File: src/rtl/id_ex_latch.sv
// -----------------------------------------------------------------------------
// id_ex_latch
//
// Pipeline register between the ID and EX stages of the MIPS core.
// Captures the PC+8 return address, both register-file operands, the extended
// immediate, the register specifiers and the decoded control bundle, and
// presents them to EX one cycle later.
//
// Update priority at each rising edge, highest first:
//   reset (active low) > debug freeze (i_enable==0) > flush > stall > load
//
// A bubble is either a flush or a load of an invalid ID slot. A bubble clears
// the whole control bundle, including valid, while the data and specifier
// fields are still loaded so the debug unit can see what was squashed. Each
// bubble bumps a saturating counter that only reset clears.
//
// Ports:
//   i_clk            core clock, rising edge
//   i_reset          synchronous active-low reset
//   i_enable         debug run/step enable; 0 freezes every register
//   i_stall          hold current contents
//   i_flush          load a bubble instead of the ID contents
//   i_id_*           ID-stage fields (data, specifiers, control, valid)
//   o_ex_*           registered copy of each i_id_* field
//   o_bubble_count   saturating count of bubbles since reset
// -----------------------------------------------------------------------------
module id_ex_latch #(
   parameter int BITS_DATA    = 32,
   parameter int BITS_REG     = 5,
   parameter int BITS_ALUOP   = 4,
   parameter int BITS_BUBBLES = 16
) (
   input  logic                    i_clk,
   input  logic                    i_reset,
   input  logic                    i_enable,
   input  logic                    i_stall,
   input  logic                    i_flush,
   input  logic                    i_id_valid,
   input  logic [BITS_DATA-1:0]    i_id_pc8,
   input  logic [BITS_DATA-1:0]    i_id_data_a,
   input  logic [BITS_DATA-1:0]    i_id_data_b,
   input  logic [BITS_DATA-1:0]    i_id_extension,
   input  logic [BITS_REG-1:0]     i_id_rs,
   input  logic [BITS_REG-1:0]     i_id_rt,
   input  logic [BITS_REG-1:0]     i_id_rd,
   input  logic [BITS_REG-1:0]     i_id_shamt,
   input  logic [BITS_ALUOP-1:0]   i_id_alu_op,
   input  logic [1:0]              i_id_alu_src,
   input  logic [1:0]              i_id_reg_dst,
   input  logic [1:0]              i_id_mem_width,
   input  logic                    i_id_mem_read,
   input  logic                    i_id_mem_write,
   input  logic                    i_id_mem_sign,
   input  logic                    i_id_reg_write,
   input  logic                    i_id_mem_to_reg,
   input  logic                    i_id_halt,
   output logic                    o_ex_valid,
   output logic [BITS_DATA-1:0]    o_ex_pc8,
   output logic [BITS_DATA-1:0]    o_ex_data_a,
   output logic [BITS_DATA-1:0]    o_ex_data_b,
   output logic [BITS_DATA-1:0]    o_ex_extension,
   output logic [BITS_REG-1:0]     o_ex_rs,
   output logic [BITS_REG-1:0]     o_ex_rt,
   output logic [BITS_REG-1:0]     o_ex_rd,
   output logic [BITS_REG-1:0]     o_ex_shamt,
   output logic [BITS_ALUOP-1:0]   o_ex_alu_op,
   output logic [1:0]              o_ex_alu_src,
   output logic [1:0]              o_ex_reg_dst,
   output logic [1:0]              o_ex_mem_width,
   output logic                    o_ex_mem_read,
   output logic                    o_ex_mem_write,
   output logic                    o_ex_mem_sign,
   output logic                    o_ex_reg_write,
   output logic                    o_ex_mem_to_reg,
   output logic                    o_ex_halt,
   output logic [BITS_BUBBLES-1:0] o_bubble_count
);

   // Decoded control bundle. Every member is cleared by a bubble, which is
   // what keeps mem_write/reg_write/halt from ever being set while valid is 0.
   typedef struct packed {
      logic [BITS_ALUOP-1:0] alu_op;
      logic [1:0]            alu_src;
      logic [1:0]            reg_dst;
      logic [1:0]            mem_width;
      logic                  mem_read;
      logic                  mem_write;
      logic                  mem_sign;
      logic                  reg_write;
      logic                  mem_to_reg;
      logic                  halt;
      logic                  valid;
   } ctrl_t;

   localparam logic [BITS_BUBBLES-1:0] COUNT_MAX = {BITS_BUBBLES{1'b1}};

   ctrl_t                   ctrl_d;
   ctrl_t                   ex_ctrl;
   logic                    bubble;
   logic                    load;
   logic                    count_inc;
   logic [BITS_BUBBLES-1:0] bubble_count;

   // NOTE: every signal written here gets a default first, so no path through
   // the block leaves it unassigned and no latch is inferred.
   always_comb begin
      ctrl_d     = '0;
      bubble     = i_flush | ~i_id_valid;
      // A flush overrides a stall; otherwise a stall holds everything.
      load       = i_enable & (i_flush | ~i_stall);
      count_inc  = load & bubble & (bubble_count != COUNT_MAX);
      if (!bubble) begin
         ctrl_d.alu_op     = i_id_alu_op;
         ctrl_d.alu_src    = i_id_alu_src;
         ctrl_d.reg_dst    = i_id_reg_dst;
         ctrl_d.mem_width  = i_id_mem_width;
         ctrl_d.mem_read   = i_id_mem_read;
         ctrl_d.mem_write  = i_id_mem_write;
         ctrl_d.mem_sign   = i_id_mem_sign;
         ctrl_d.reg_write  = i_id_reg_write;
         ctrl_d.mem_to_reg = i_id_mem_to_reg;
         ctrl_d.halt       = i_id_halt;
         ctrl_d.valid      = 1'b1;
      end
   end

   // NOTE: state is updated with non-blocking assignments so every register
   // samples the pre-edge values regardless of statement order.
   always_ff @(posedge i_clk) begin
      if (!i_reset) begin
         ex_ctrl        <= '0;
         o_ex_pc8       <= '0;
         o_ex_data_a    <= '0;
         o_ex_data_b    <= '0;
         o_ex_extension <= '0;
         o_ex_rs        <= '0;
         o_ex_rt        <= '0;
         o_ex_rd        <= '0;
         o_ex_shamt     <= '0;
         bubble_count   <= '0;
      end else if (load) begin
         // Data and specifiers load even on a bubble, for debug visibility.
         ex_ctrl        <= ctrl_d;
         o_ex_pc8       <= i_id_pc8;
         o_ex_data_a    <= i_id_data_a;
         o_ex_data_b    <= i_id_data_b;
         o_ex_extension <= i_id_extension;
         o_ex_rs        <= i_id_rs;
         o_ex_rt        <= i_id_rt;
         o_ex_rd        <= i_id_rd;
         o_ex_shamt     <= i_id_shamt;
         if (count_inc) begin
            bubble_count <= bubble_count + 1'b1;
         end
      end
   end

   assign o_ex_valid      = ex_ctrl.valid;
   assign o_ex_alu_op     = ex_ctrl.alu_op;
   assign o_ex_alu_src    = ex_ctrl.alu_src;
   assign o_ex_reg_dst    = ex_ctrl.reg_dst;
   assign o_ex_mem_width  = ex_ctrl.mem_width;
   assign o_ex_mem_read   = ex_ctrl.mem_read;
   assign o_ex_mem_write  = ex_ctrl.mem_write;
   assign o_ex_mem_sign   = ex_ctrl.mem_sign;
   assign o_ex_reg_write  = ex_ctrl.reg_write;
   assign o_ex_mem_to_reg = ex_ctrl.mem_to_reg;
   assign o_ex_halt       = ex_ctrl.halt;
   assign o_bubble_count  = bubble_count;

endmodule

File: config.mk
export PLATFORM = sky130hd
export DESIGN_NAME = id_ex_latch
export DESIGN_NICKNAME = d
export VERILOG_FILES = /design/src/rtl/id_ex_latch.sv
export SDC_FILE = /design/constraint.sdc
export NUM_CORES = 1
export LEC_CHECK = 0
export CORE_AREA = 2 2 136 138
export DETAILED_ROUTE_END_ITERATION = 10
export DIE_AREA = 0 0 138 140
export GPL_TIMING_DRIVEN = 0
export PLACE_DENSITY = 0.76
export SLEW_MARGIN = 40
export SYNTH_ARGS = -nofsm -noshare
export SYNTH_HDL_FRONTEND = slang
export SYNTH_SLANG_ARGS = --single-unit
File: constraint.sdc
create_clock -name i_clk -period 3.42 [get_ports i_clk]
set_input_delay 0.342 -clock i_clk [delete_from_list [all_inputs] [get_ports i_clk]]
set_output_delay 0.342 -clock i_clk [all_outputs]
set_load 0.02 [all_outputs]
# After elaboration in Yosys (flattened, before gate mapping)

Index checks and enable logic that the tools add are counted.

$add $sub $neg: 1
Equality and inequality tests: 1
Multiplexer cells: 1
Bitwise operators: 7
Reductions and logical operators: 1

Operators with widths:

| kind                    | count |
|---|---|
| $mux W17                | 1 |
| $add A16 B1 Y16 const B | 1 |
| $ne A16 B16 Y1 const B  | 1 |
| $and A1 B1 Y1           | 3 |
| $not A1 Y1              | 2 |
| $or A1 B1 Y1            | 2 |
| $reduce_and A2 Y1       | 1 |

Register bits after elaboration: 181
Word-level logic and storage cells: 31

# Depth between registers and ports, before layout

Word-level depth: 6
Mapped depth: 7
Gate-level depth less buffers: 5

# Least setup slack after synthesis

OpenSTA, ideal clock, no wires.

Kind: reg2reg
From: register bubble_count[0] (netlist: o_bubble_count[0])
To: register bubble_count[1] (netlist: o_bubble_count[1])
Setup time: 0.069 ns
Arrival: 1.765 ns
Setup slack: 1.586 ns
Cell stages (with the launch flop): 8
Path buffers: 2
Path through: dfxtp_1 > ha_1 > nand4_1 > nor4_4 > buf_6 > buf_12 > o21ai_1 > a21oi_2

Longest elaborated chain between the ends: 3

Ends and longest elaborated chain:

| element                                                 | RTL line | text |
|---|---|---|
| start, declared                                         | 102      | `logic [BITS_BUBBLES-1:0] bubble_count;` |
| start signal, assigned                                  | 153      | `bubble_count <= bubble_count + 1'b1;` |
| branches (longest 3 deep; another with $add A16 B1 Y16) | -        |  |

Several ways; the timed one is not identified.
A chain may end at the register's enable or synchronous reset.

# Worst setup path in the final report

From: input i_enable
To: register o_ex_data_a[27]

Longest elaborated chain between the ends: 1

Ends and longest elaborated chain:

| element              | RTL line | text |
|---|---|---|
| start, declared      | 35       | `input logic i_enable,` |
| $and A1 B1 Y1        | 110      | `load = i_enable & (i_flush \| ~i_stall);` |
| end signal, assigned | 145      | `o_ex_data_a <= i_id_data_a;` |
| end, declared        | 59       | `output logic [BITS_DATA-1:0] o_ex_data_a,` |

No other way between the ends.

==> impl_metrics.json <==
{
  "clock-sinks": 181,
  "pin_count": 351,
  "critical_path_arrival_ns": 2.54,
  "insertion_delay_ns": 0.42,
  "startpoint": "i_enable",
  "place.gp.congestion": 0.840,
  "fin_crit_sh": 0.641,
  "period_minus_slack_ns": 2.19,
  "grt_max_degree": 17,
  "slowest_stage": "clkbuf_1",
  "syn_nets": 976,
  "synthFlopType": "dfxtp_1",
  "worst-path-max-fanout": 10,
  "setup_violations": 0,
  "cpLargestDelayFamily": "buffers and inverters",
  "synth_edf_count": 0,
  "worst_ep_required_time_ns": 3.76,
  "path_clk_slew_ns": 0.07,
  "path_cells": "clkdlybuf4s50_1 > a21boi_1 > clkbuf_1 > buf_2 > nand2_1 > a21oi_1",
  "postCtsHoldBufs": 0,
  "synth_seq_area_share": 0.554,
  "synth_async_sr_flop_share": 0,
  "start_util": 0.368,
  "power.density_nw_per_um2": 456,
  "grt_pass1_vias": 6748,
  "syn_inst": 805,
  "drive_gt1_frac": 0.0598,
  "post_drt_wl_per_cell_um": 15.9,
  "cp-start-kind": "input port",
  "fin_setup_tns_ns": 0,
  "max_freq_mhz": 456,
  "viasPerCell": 4.88,
  "worst-path-buf-inv": 3,
  "hold_class": "reg2reg",
  "peakVddDrop_mv": 0.333,
  "ant_nets": 0,
  "max-slew-margin-rel": 0.494,
  "ys_ff_latch": 181,
  "htree_levels": 4,
  "syn_area_per_cell_sq_um": 8.12,
  "die_height_um": 140,
  "grt_pass1_wl_mm": 35.2,
  "maxCapViolCount": 0,
  "rows": 49,
  "cts-root-buf": "clkbuf_16",
  "numPortBuffers": 350,
  "slowest_delay_ns": 0.63,
  "cts-buffers-inserted": 17,
  "core_area_sq_um": 17800,
  "grt_usage": 0.228,
  "critPathKind": "in2reg",
  "fp.dieW_um": 138,
  "outcome": "completed",
  "p_leak_nw": 3.97,
  "hold_viol": 0,
  "maxSlewViolCount": 0,
  "drtIter0Drc": 268,
  "cp-end-kind": "flop",
  "vias": 6916,
  "synth_area_sq_um": 6540,
  "area_growth_pct": 66.5,
  "worstHoldStart": "o_ex_rd[2]",
  "drt-pass1-iter-count": 4,
  "yosysUniqueCellTypes": 38,
  "cts_max_path_buffers": 2,
  "nNetsFinal": 1345,
  "n_antenna_cell": 0,
  "antenna_found_initial": 0,
  "wl_mm": 22.6,
  "finClkSkew_ns": 0.00632,
  "drc": 0,
  "cts_tree": "done",
  "utilization": 0.612,
  "rsz0062_at_grt": "false",
  "hpwl_mm": 17.0,
  "post_cts_resized": 0,
  "num-fill-cells": 1598,
  "post_cts_buffers": 0,
  "dieArea_sq_um": 19300,
  "yosysWarnings": 0,
  "rr_startpoint": "o_bubble_count[0]",
  "gr-total-overflow": 0,
  "worst_slew_pin_slew_ns": 0.759
}
==> worst reg2reg max path, stage by stage (launching register included) <==
cell and delay [ns]:
dfxtp_1 0.42, ha_1 0.32, nand4_1 0.22, nor4_4 0.48, buf_6 0.21, buf_12 0.13
o21ai_1 0.09, a21oi_2 0.13
==> kinds of logic after synthesis <==
family / count (synthesis) / share of synthesized area
muxes: 2 / 0.00306
AOI/OAI and AO/OA: 196 / 0.166
adders and majority gates: 1 / 0.00191
DFF: 181 / 0.554
and+or+nand+nor: 360 / 0.229
buffers and inverters: 65 / 0.0452
==> cells in the final DEF, fill, tap and decap left out, drive strengths merged, types with 4 or more instances in the layout <==
cell / synthesis / final
nand2: 305 / 305
nand3: 7 / 7
a22oi: 16 / 16
nor3: 4 / 4
nor2: 17 / 17
dfxtp: 181 / 181
or4: 9 / 9
clkinvlp: 0 / 4
clkinv: 1 / 4
o31ai: 10 / 10
a21oi: 161 / 161
nand4: 5 / 5
o21ai: 5 / 5
inv: 5 / 9
clkdlybuf4s50: 0 / 350
clkbuf: 31 / 51
buf: 28 / 28
==> Yosys cell counts (2+ instances only) <==
cell	instances	area, sq um
mux2i_1	2	20.0
buf_1	4	15.0
or4_1	6	45.0
nor2_1	17	63.8
a21oi_1	156	781
buf_2	22	110
and4_1	2	17.5
nand3_1	7	35.0
nand2_1	305	1140
clkbuf_1	31	116
inv_1	4	15.0
o31ai_1	10	75.1
and3_1	2	12.5
a22oi_1	16	120
nor3_1	4	20.0
or3_2	3	22.5
o21ai_1	3	15.0
a21oi_2	5	43.8
nand2b_1	2	12.5
or4_2	3	26.3
dfxtp_1	181	3620
nand4_1	3	18.8
o21ai_0	2	10.0
==> through the flow <==
stage	instances	hold WS [ns]	setup slack (ns)	power (mW)	cell area, sq um
after floorplan	805	0.477	1.59	2.64	6540
after global placement	1384	0.441	0.840	3.12	10300
after detailed placement	1384	0.445	0.781	3.13	10300
after CTS	1416	0.439	1.22	5.01	10900
after global routing	1416	0.450	1.07	5.14	10900
final	1416	0.454	1.23	4.96	10900
==> where the power goes <==
group          total, mW  internal [mW]  switching [mW]  leakage, nW
Clock               1.88           1.02           0.868        0.260
Sequential          2.26           2.21          0.0512         1.48
Combinational      0.820          0.416           0.404         2.23
Total               4.96           3.64            1.32         3.97
==> path summary, 6_finish.rpt <==
check                                    endpoint  slack [ns]  cells after the start
worst max-delay path              o_ex_data_a[27]        1.23                      6
worst min-delay path                   o_ex_rd[2]        0.45                      2
worst max register to register  o_bubble_count[9]        1.36                      7
worst min register to register         o_ex_rd[2]        0.45                      2
==> final cells by class <==
class | instances | area, sq um | share of cell area
inverter | 6 | 22.5 | 0.00207
tap | 229 | 287 | 0.0263
sequential | 181 | 3620 | 0.333
clock inverter | 12 | 120 | 0.0110
multi-input combinational | 559 | 2620 | 0.241
buffer | 59 | 273 | 0.0251
timing repair buffer | 350 | 3500 | 0.322
clock buffer | 20 | 437 | 0.0401
==> per-layer routing <==
layer  vias to the layer above  part of all wire  track usage
li1                       3412                 -            -
met1                      3183              0.40        0.259
met2                       288              0.48        0.392
met3                        33             0.098       0.0844
met4                         0             0.025       0.0865
met5                         -                 0            0
(Power assumes the default switching activity.)
